**config.mk**
```make
export PLATFORM = sky130hd
export DESIGN_NAME = keypad_scanner
export DESIGN_NICKNAME = d
export VERILOG_FILES = /design/src/rtl/calc_pkg.sv /design/src/rtl/keypad_scanner_if.sv /design/src/rtl/sync_2ff.sv /design/src/rtl/keypad_scanner.sv
export SDC_FILE = /design/constraint.sdc
export NUM_CORES = 1
export LEC_CHECK = 0
export ABC_AREA = 1
export BUFFER_PORTS_ARGS = -buffer_cell sky130_fd_sc_hd__buf_2
export CAP_MARGIN = 20
export CORE_AREA = 5 5 93 95
export CTS_CLUSTER_DIAMETER = 40
export CTS_CLUSTER_SIZE = 10
export DETAILED_ROUTE_END_ITERATION = 7
export DIE_AREA = 0 0 98 100
export PLACE_DENSITY = 0.46
export SYNTH_ARGS = -nofsm -noshare
export SYNTH_HDL_FRONTEND = slang
export SYNTH_SLANG_ARGS = --single-unit
```
**constraint.sdc**
```tcl
create_clock -name clk -period 1.65 [get_ports clk]
set_clock_uncertainty 0.15 [all_clocks]
set_input_delay 0 -clock clk [delete_from_list [all_inputs] [get_ports clk]]
set_output_delay 0 -clock clk [all_outputs]
set_load 0.05 [all_outputs]
```
**src/rtl/calc_pkg.sv**
```systemverilog
// Shared definitions for the keypad scanner and the calculator FSM:
// key codes, scanner state encoding and a column priority helper.
package calc_pkg;

    localparam logic [3:0] KEY_EQUAL = 4'd10;
    localparam logic [3:0] KEY_AC    = 4'd11;
    localparam logic [3:0] KEY_PLUS  = 4'd12;
    localparam logic [3:0] KEY_MINUS = 4'd13;
    localparam logic [3:0] KEY_MULT  = 4'd14;
    localparam logic [3:0] KEY_DIV   = 4'd15;

    localparam logic [3:0] ROW_RESET = 4'b1110;

    typedef enum logic [1:0] {
        ST_SCAN,
        ST_DEBOUNCE,
        ST_ASSERT,
        ST_HELD
    } scan_state_e;

    // Index of the lowest active-low column; only meaningful when
    // at least one column is low.
    function automatic logic [1:0] lowest_low(input logic [3:0] col_n);
        logic [1:0] idx;
        idx = 2'd3;
        priority case (1'b1)
            !col_n[0]: idx = 2'd0;
            !col_n[1]: idx = 2'd1;
            !col_n[2]: idx = 2'd2;
            default:   idx = 2'd3;
        endcase
        return idx;
    endfunction

endpackage

```
**src/rtl/keypad_scanner_if.sv**
```systemverilog
// Key-event bundle from the keypad scanner to the calculator FSM.
// readKey: high while a key is held; pressedkey: its code.
interface keypad_scanner_if;
    import calc_pkg::*;

    logic       readKey;
    logic [3:0] pressedkey;

    modport master (output readKey, output pressedkey);
    modport slave  (input  readKey, input  pressedkey);

endinterface

```
**src/rtl/sync_2ff.sv**
```systemverilog
// Two-flop synchronizer for asynchronous inputs; resets to all-ones.
// Ports: clk, rst_n (async active-low), d (async in), q (synced out).
module sync_2ff #(
    parameter int WIDTH = 1
) (
    input  logic             clk,
    input  logic             rst_n,
    input  logic [WIDTH-1:0] d,
    output logic [WIDTH-1:0] q
);

    logic [WIDTH-1:0] meta_q;
    logic [WIDTH-1:0] sync_q;

    always_ff @(posedge clk or negedge rst_n) begin
        if (!rst_n) begin
            meta_q <= '1;
            sync_q <= '1;
        end else begin
            meta_q <= d;
            sync_q <= meta_q;
        end
    end

    assign q = sync_q;

endmodule

```
**src/rtl/keypad_scanner.sv**
```systemverilog
// 4x4 keypad scanner: row scan, debounce, one key event per press.
// Ports: clk, reset (async active-low), col_n in, row_n out,
//        readKey / pressedkey out to the calculator FSM.
module keypad_scanner
    import calc_pkg::*;
#(
    parameter int SCAN_DIV     = 1000,
    parameter int DEBOUNCE_CNT = 20
) (
    input  logic       clk,
    input  logic       reset,
    input  logic [3:0] col_n,
    output logic [3:0] row_n,
    output logic       readKey,
    output logic [3:0] pressedkey
);

    localparam int DW = $clog2(SCAN_DIV);
    localparam int CW = $clog2(DEBOUNCE_CNT + 1);

    localparam logic [DW-1:0] DIV_LAST = DW'(SCAN_DIV - 1);
    localparam logic [CW-1:0] CNT_LAST = CW'(DEBOUNCE_CNT - 1);
    localparam logic [CW-1:0] CNT_FULL = CW'(DEBOUNCE_CNT);
    localparam logic [CW-1:0] CNT_ONE  = CW'(1);
    localparam bit            ONE_TICK = (DEBOUNCE_CNT == 1);

    function automatic logic [3:0] key_map(
        input logic [1:0] row,
        input logic [1:0] col
    );
        logic [3:0] code;
        code = 4'd0;
        case ({row, col})
            4'h0: code = 4'd1;
            4'h1: code = 4'd2;
            4'h2: code = 4'd3;
            4'h3: code = KEY_PLUS;
            4'h4: code = 4'd4;
            4'h5: code = 4'd5;
            4'h6: code = 4'd6;
            4'h7: code = KEY_MINUS;
            4'h8: code = 4'd7;
            4'h9: code = 4'd8;
            4'hA: code = 4'd9;
            4'hB: code = KEY_MULT;
            4'hC: code = KEY_AC;
            4'hD: code = 4'd0;
            4'hE: code = KEY_EQUAL;
            4'hF: code = KEY_DIV;
            default: code = 4'd0;
        endcase
        return code;
    endfunction

    logic [3:0]    col_s;
    scan_state_e   state_q, state_d;
    logic [DW-1:0] div_q, div_d;
    logic [1:0]    row_idx_q, row_idx_d;
    logic [3:0]    row_n_q, row_n_d;
    logic [1:0]    cand_col_q, cand_col_d;
    logic [CW-1:0] cnt_q, cnt_d;
    logic [CW-1:0] rcnt_q, rcnt_d;
    logic          readkey_q, readkey_d;
    logic [3:0]    pressedkey_q, pressedkey_d;

    logic       tick;
    logic       any_low;
    logic [1:0] win_col;
    logic       cand_low;
    logic       same_win;
    logic       cnt_done;
    logic       rcnt_done;

    sync_2ff #(.WIDTH(4)) u_col_sync (
        .clk   (clk),
        .rst_n (reset),
        .d     (col_n),
        .q     (col_s)
    );

    assign tick     = (div_q == DIV_LAST);
    assign div_d    = tick ? '0 : div_q + 1'b1;
    assign any_low  = (col_s != 4'hF);
    assign win_col  = lowest_low(col_s);
    assign cand_low = !col_s[cand_col_q];
    assign same_win = any_low && (win_col == cand_col_q);
    // The count is bumped on this tick, so reaching the target
    // means the current value is one short of it.
    assign cnt_done  = (cnt_q >= CNT_LAST);
    assign rcnt_done = (rcnt_q >= CNT_LAST);

    always_ff @(posedge clk or negedge reset) begin
        if (!reset) begin
            state_q      <= ST_SCAN;
            div_q        <= '0;
            row_idx_q    <= 2'd0;
            row_n_q      <= ROW_RESET;
            cand_col_q   <= 2'd0;
            cnt_q        <= '0;
            rcnt_q       <= '0;
            readkey_q    <= 1'b0;
            pressedkey_q <= 4'd0;
        end else begin
            state_q      <= state_d;
            div_q        <= div_d;
            row_idx_q    <= row_idx_d;
            row_n_q      <= row_n_d;
            cand_col_q   <= cand_col_d;
            cnt_q        <= cnt_d;
            rcnt_q       <= rcnt_d;
            readkey_q    <= readkey_d;
            pressedkey_q <= pressedkey_d;
        end
    end

    always_comb begin
        state_d = state_q;
        case (state_q)
            ST_SCAN: begin
                if (tick && any_low)
                    state_d = ONE_TICK ? ST_ASSERT : ST_DEBOUNCE;
            end
            ST_DEBOUNCE: begin
                if (tick) begin
                    if (!same_win)
                        state_d = ST_SCAN;
                    else if (cnt_done)
                        state_d = ST_ASSERT;
                end
            end
            ST_ASSERT: state_d = ST_HELD;
            ST_HELD: begin
                if (tick && !cand_low && rcnt_done)
                    state_d = ST_SCAN;
            end
            default: state_d = ST_SCAN;
        endcase
    end

    always_comb begin
        row_idx_d    = row_idx_q;
        cand_col_d   = cand_col_q;
        cnt_d        = cnt_q;
        rcnt_d       = rcnt_q;
        readkey_d    = readkey_q;
        pressedkey_d = pressedkey_q;
        case (state_q)
            ST_SCAN: begin
                if (tick) begin
                    if (!any_low) begin
                        row_idx_d = row_idx_q + 2'd1;
                    end else begin
                        cand_col_d = win_col;
                        cnt_d      = CNT_ONE;
                        if (ONE_TICK)
                            pressedkey_d = key_map(row_idx_q, win_col);
                    end
                end
            end
            ST_DEBOUNCE: begin
                if (tick) begin
                    if (!same_win) begin
                        cnt_d = '0;
                    end else if (cnt_done) begin
                        cnt_d        = CNT_FULL;
                        pressedkey_d = key_map(row_idx_q, cand_col_q);
                    end else begin
                        cnt_d = cnt_q + 1'b1;
                    end
                end
            end
            // pressedkey was loaded on entry, so it leads readKey
            // by exactly this one cycle.
            ST_ASSERT: readkey_d = 1'b1;
            ST_HELD: begin
                if (tick) begin
                    if (cand_low) begin
                        rcnt_d = '0;
                    end else if (rcnt_done) begin
                        rcnt_d    = '0;
                        cnt_d     = '0;
                        readkey_d = 1'b0;
                    end else begin
                        rcnt_d = rcnt_q + 1'b1;
                    end
                end
            end
            default: begin
                readkey_d = 1'b0;
            end
        endcase
    end

    assign row_n_d = ~(4'b0001 << row_idx_d);

    keypad_scanner_if key_if ();

    assign key_if.readKey    = readkey_q;
    assign key_if.pressedkey = pressedkey_q;

    assign row_n      = row_n_q;
    assign readKey    = key_if.readKey;
    assign pressedkey = key_if.pressedkey;

endmodule
```
==> impl_metrics.json <==
{
  "outcome": "finished, violations left",
  "violations": "setup timing",
  "yosysTopAreaCellShare_pct": 35.3,
  "leakage_nw": 1.55,
  "firstDrtPassIters": 5,
  "seq_area_frac_synth_pct": 48.1,
  "initial_core_util_pct": 29.6,
  "gr-usage-all-layers_pct": 10.2,
  "total_power_mw": 1.85,
  "grt_pass1_vias": 1908,
  "drive_gt1_share_pct": 42.8,
  "rows": 32,
  "worstRegToRegCells": 8,
  "route.vias.total": 1918,
  "rr_startpoint": "u_col_sync.q[0]$_DFF_PN1_",
  "cts.clk_slew.worst_paths_ns": 0.08,
  "cp.required_ns": 1.67,
  "p_int_mw": 1.45,
  "hold_class": "in -> async",
  "post-route-min-period_ns": 1.70,
  "reg2reg_slack_ns": -0.05,
  "slew_headroom_pct": 68.2,
  "ir_drop_mv": 0.417,
  "powerDensity_mw_per_mm2": 592,
  "synth_nets": 279,
  "layout_commonest_cell": "nand2_1",
  "power.share.clock_pct": 37.3,
  "synth_top_family_by_area": "simple AND/OR/NAND/NOR gates",
  "root_buffer": "clkbuf_8",
  "pwr-share-seq_pct": 58.4,
  "cap_viol_max_count": 0,
  "grt_use_met1_pct": 13.3,
  "worstPathMaxFanout": 8,
  "wl_per_cell_um": 11.3,
  "cts_tree": "yes",
  "fin_area_sq_mm": 0.00313,
  "antenna_found_initial": 0,
  "crit_type": "reg -> reg",
  "yosys.area_share.simple_pct": 31.9,
  "netlist_area_sq_mm": 0.00227,
  "grt_use_met2_pct": 17.4,
  "clock-sinks": 43,
  "ys_seq_elements": 43,
  "timing.final.ws_setup_ns": -0.0531,
  "antenna_cells": 0,
  "h-tree-depth": 2,
  "mostFrequentLayoutCells": "51 x nand2_1, 39 x buf_4, 30 x dfrtp_1",
  "top_usage_layer": "met2",
  "routed_wl_um": 4910,
  "ant_nets": 0,
  "finalHoldViolations": 0,
  "nets": 346,
  "worstPathArrival_ns": 1.72,
  "placed_area_sq_mm": 0.00268,
  "critPathCaptureType": "register",
  "fmax_ghz": 0.587,
  "core_sq_mm": 0.00765,
  "drv_slew": 0,
  "dpl_worst_slack_ns": -0.111,
  "grt.overflow.total": 0,
  "drc": 0,
  "timing.hold.ws_ns": 0.0485,
  "regToRegEndpoint": "pressedkey[1]$_DFFE_PN0P_",
  "finalSetupViolCount": 8,
  "synth_compound_area_share_pct": 9.28,
  "combPwrFrac_pct": 4.4,
  "utilization_pct": 41.0,
  "avgSynthCellArea_sq_um": 8.52,
  "design.die.area_sq_mm": 0.00980,
  "fill_cells": 781,
  "setup.worst_path.start_class": "register",
  "place_congestion": 0.798,
  "die-width_um": 98,
  "die_h_um": 100,
  "synthAdderAreaFrac_pct": 3.87,
  "yosysUniqueCellTypes": 38,
  "synth_area_leader_cell": "dfrtp_1",
  "dp_hpwl_um": 3580,
  "grt_max_degree": 26,
  "port_buffers": 14,
  "synthArstFlopShare_pct": 100,
  "finalCritPeriodShare_pct": 103,
  "rsz0062_at_grt": "yes",
  "synth_xor_area_share_pct": 1.16,
  "insertion_delay_ns": 0.29,
  "clockBufferDepth": 2,
  "met3_usage_pct": 2.22,
  "area_growth_pct": 38.3,
  "cts_buffers": 5,
  "initialDrtViolationCount": 93,
  "yosysWarnings": 0,
  "io_pins": 15,
  "netSwitchingPower_mw": 0.409,
  "tightest_slew_ns": 0.477,
  "synth_ff_type": "dfrtp_1",
  "synth_cells": 266,
  "grt_pass1_wl_um": 8440,
  "synthMuxAreaShare_pct": 0,
  "via_per_inst": 4.40,
  "p_sw_share_pct": 22.0,
  "synth-edff-count": 0,
  "synth_area_leaders": "dfrtp_1 35%, dfstp_2 13%, nand2_1 12%, inv_1 4.6%, nand3_1 4.4%"
}
synth_stat cells (3+ instances only):
| master | n |
|---|---|
| a21oi_1 | 10 |
| nor2_2 | 4 |
| ha_1 | 7 |
| dfstp_2 | 11 |
| inv_2 | 4 |
| nor2_1 | 18 |
| nand2_2 | 4 |
| nand2_1 | 70 |
| o21ai_1 | 6 |
| nor3_1 | 4 |
| dfrtp_1 | 32 |
| nand4_1 | 5 |
| inv_1 | 28 |
| nand3_1 | 20 |
| nand3_4 | 3 |
| o21ai_0 | 16 |
kinds of logic after synthesis:
logic type               after synthesis
buffers and inverters                 34
flip-flops                            43
AND/OR/NAND/NOR                      140
AO/OA/AOI/OAI                         39
adder cells (fa/ha/maj)                7
XOR/XNOR                               3
through the flow:
step	cells	TNS, ns
2_1_floorplan	266	0
3_3_place_gp	409	-0.266
3_5_place_dp	409	-0.481
4_1_cts	427	-0.166
5_1_grt	436	-1.97
6_report	436	-0.260
worst max path at each step:
stage,from,endpoint,cells past startpoint
finish,u_col_sync.q[0]$_DFF_PN1_,pressedkey[1]$_DFFE_PN0P_,8
global route,u_col_sync.q[0]$_DFF_PN1_,pressedkey[3]$_DFFE_PN0P_,8
CTS,div_q[1]$_DFF_PN0_,row_n[0]$_DFF_PN0_,9
detailed placement,u_col_sync.q[1]$_DFF_PN1_,cnt_q[4]$_DFFE_PN0P_,9
global placement,u_col_sync.q[1]$_DFF_PN1_,cnt_q[0]$_DFFE_PN0P_,9
floorplan,div_q[0]$_DFF_PN0_,row_n[0]$_DFF_PN0_,8
critical path, stage by stage (launching register included):
cell and delay, ns:
dfstp_2 0.63, nand2_2 0.09, nand2_2 0.06, nand2_2 0.06, nand3b_4 0.16, nor2_4 0.15
nand3_4 0.14, nand2_2 0.10, o21ai_2 0.05
what timing repair did:
action                     CTS  global route
hold buffers                 5             0
cloned                       0             0
gates resized for setup     15            48
hold endpoints to repair    37             0
setup buffers                5             9
pin swaps                    8            20
setup endpoints to repair   16            27
registers in the layout, summed over array words and instances (netlist names), named ones only:
register / count
u_col_sync.q: 4
state_q: 1
cand_col_q: 2
rcnt_q: 5
pressedkey: 4
row_idx_q: 2
cnt_q: 5
u_col_sync.meta_q: 4
div_q: 10
row_n: 4
readKey: 1
routing by layer:
layer	part of all wire [%]	up-vias
met3	2.9	2
met5	0	-
met4	0.59	0
met2	50	16
met1	46	900
li1	-	1000
area by class of cell:
cell class,count,area [sq um],share of cell area [%]
flip-flops and latches,43,1090,34.9
multi-input cells,189,1240,39.5
inverters,33,129,4.11
well taps,102,128,4.07
clock buffers,7,86.3,2.76
clock inverters,1,5.00,0.160
repair buffers,61,455,14.5
power groups by stage:
stage               combinational, mW  sequential (mW)  clock [mW]
finish                         0.0809             1.08       0.691
global route                   0.0917             1.08       0.770
CTS                            0.0738             1.08       0.734
global placement               0.0627             1.10           0
detailed placement             0.0632             1.10           0
floorplan                      0.0200             1.10           0
No activity file was read; power rests on OpenSTA's default activity.
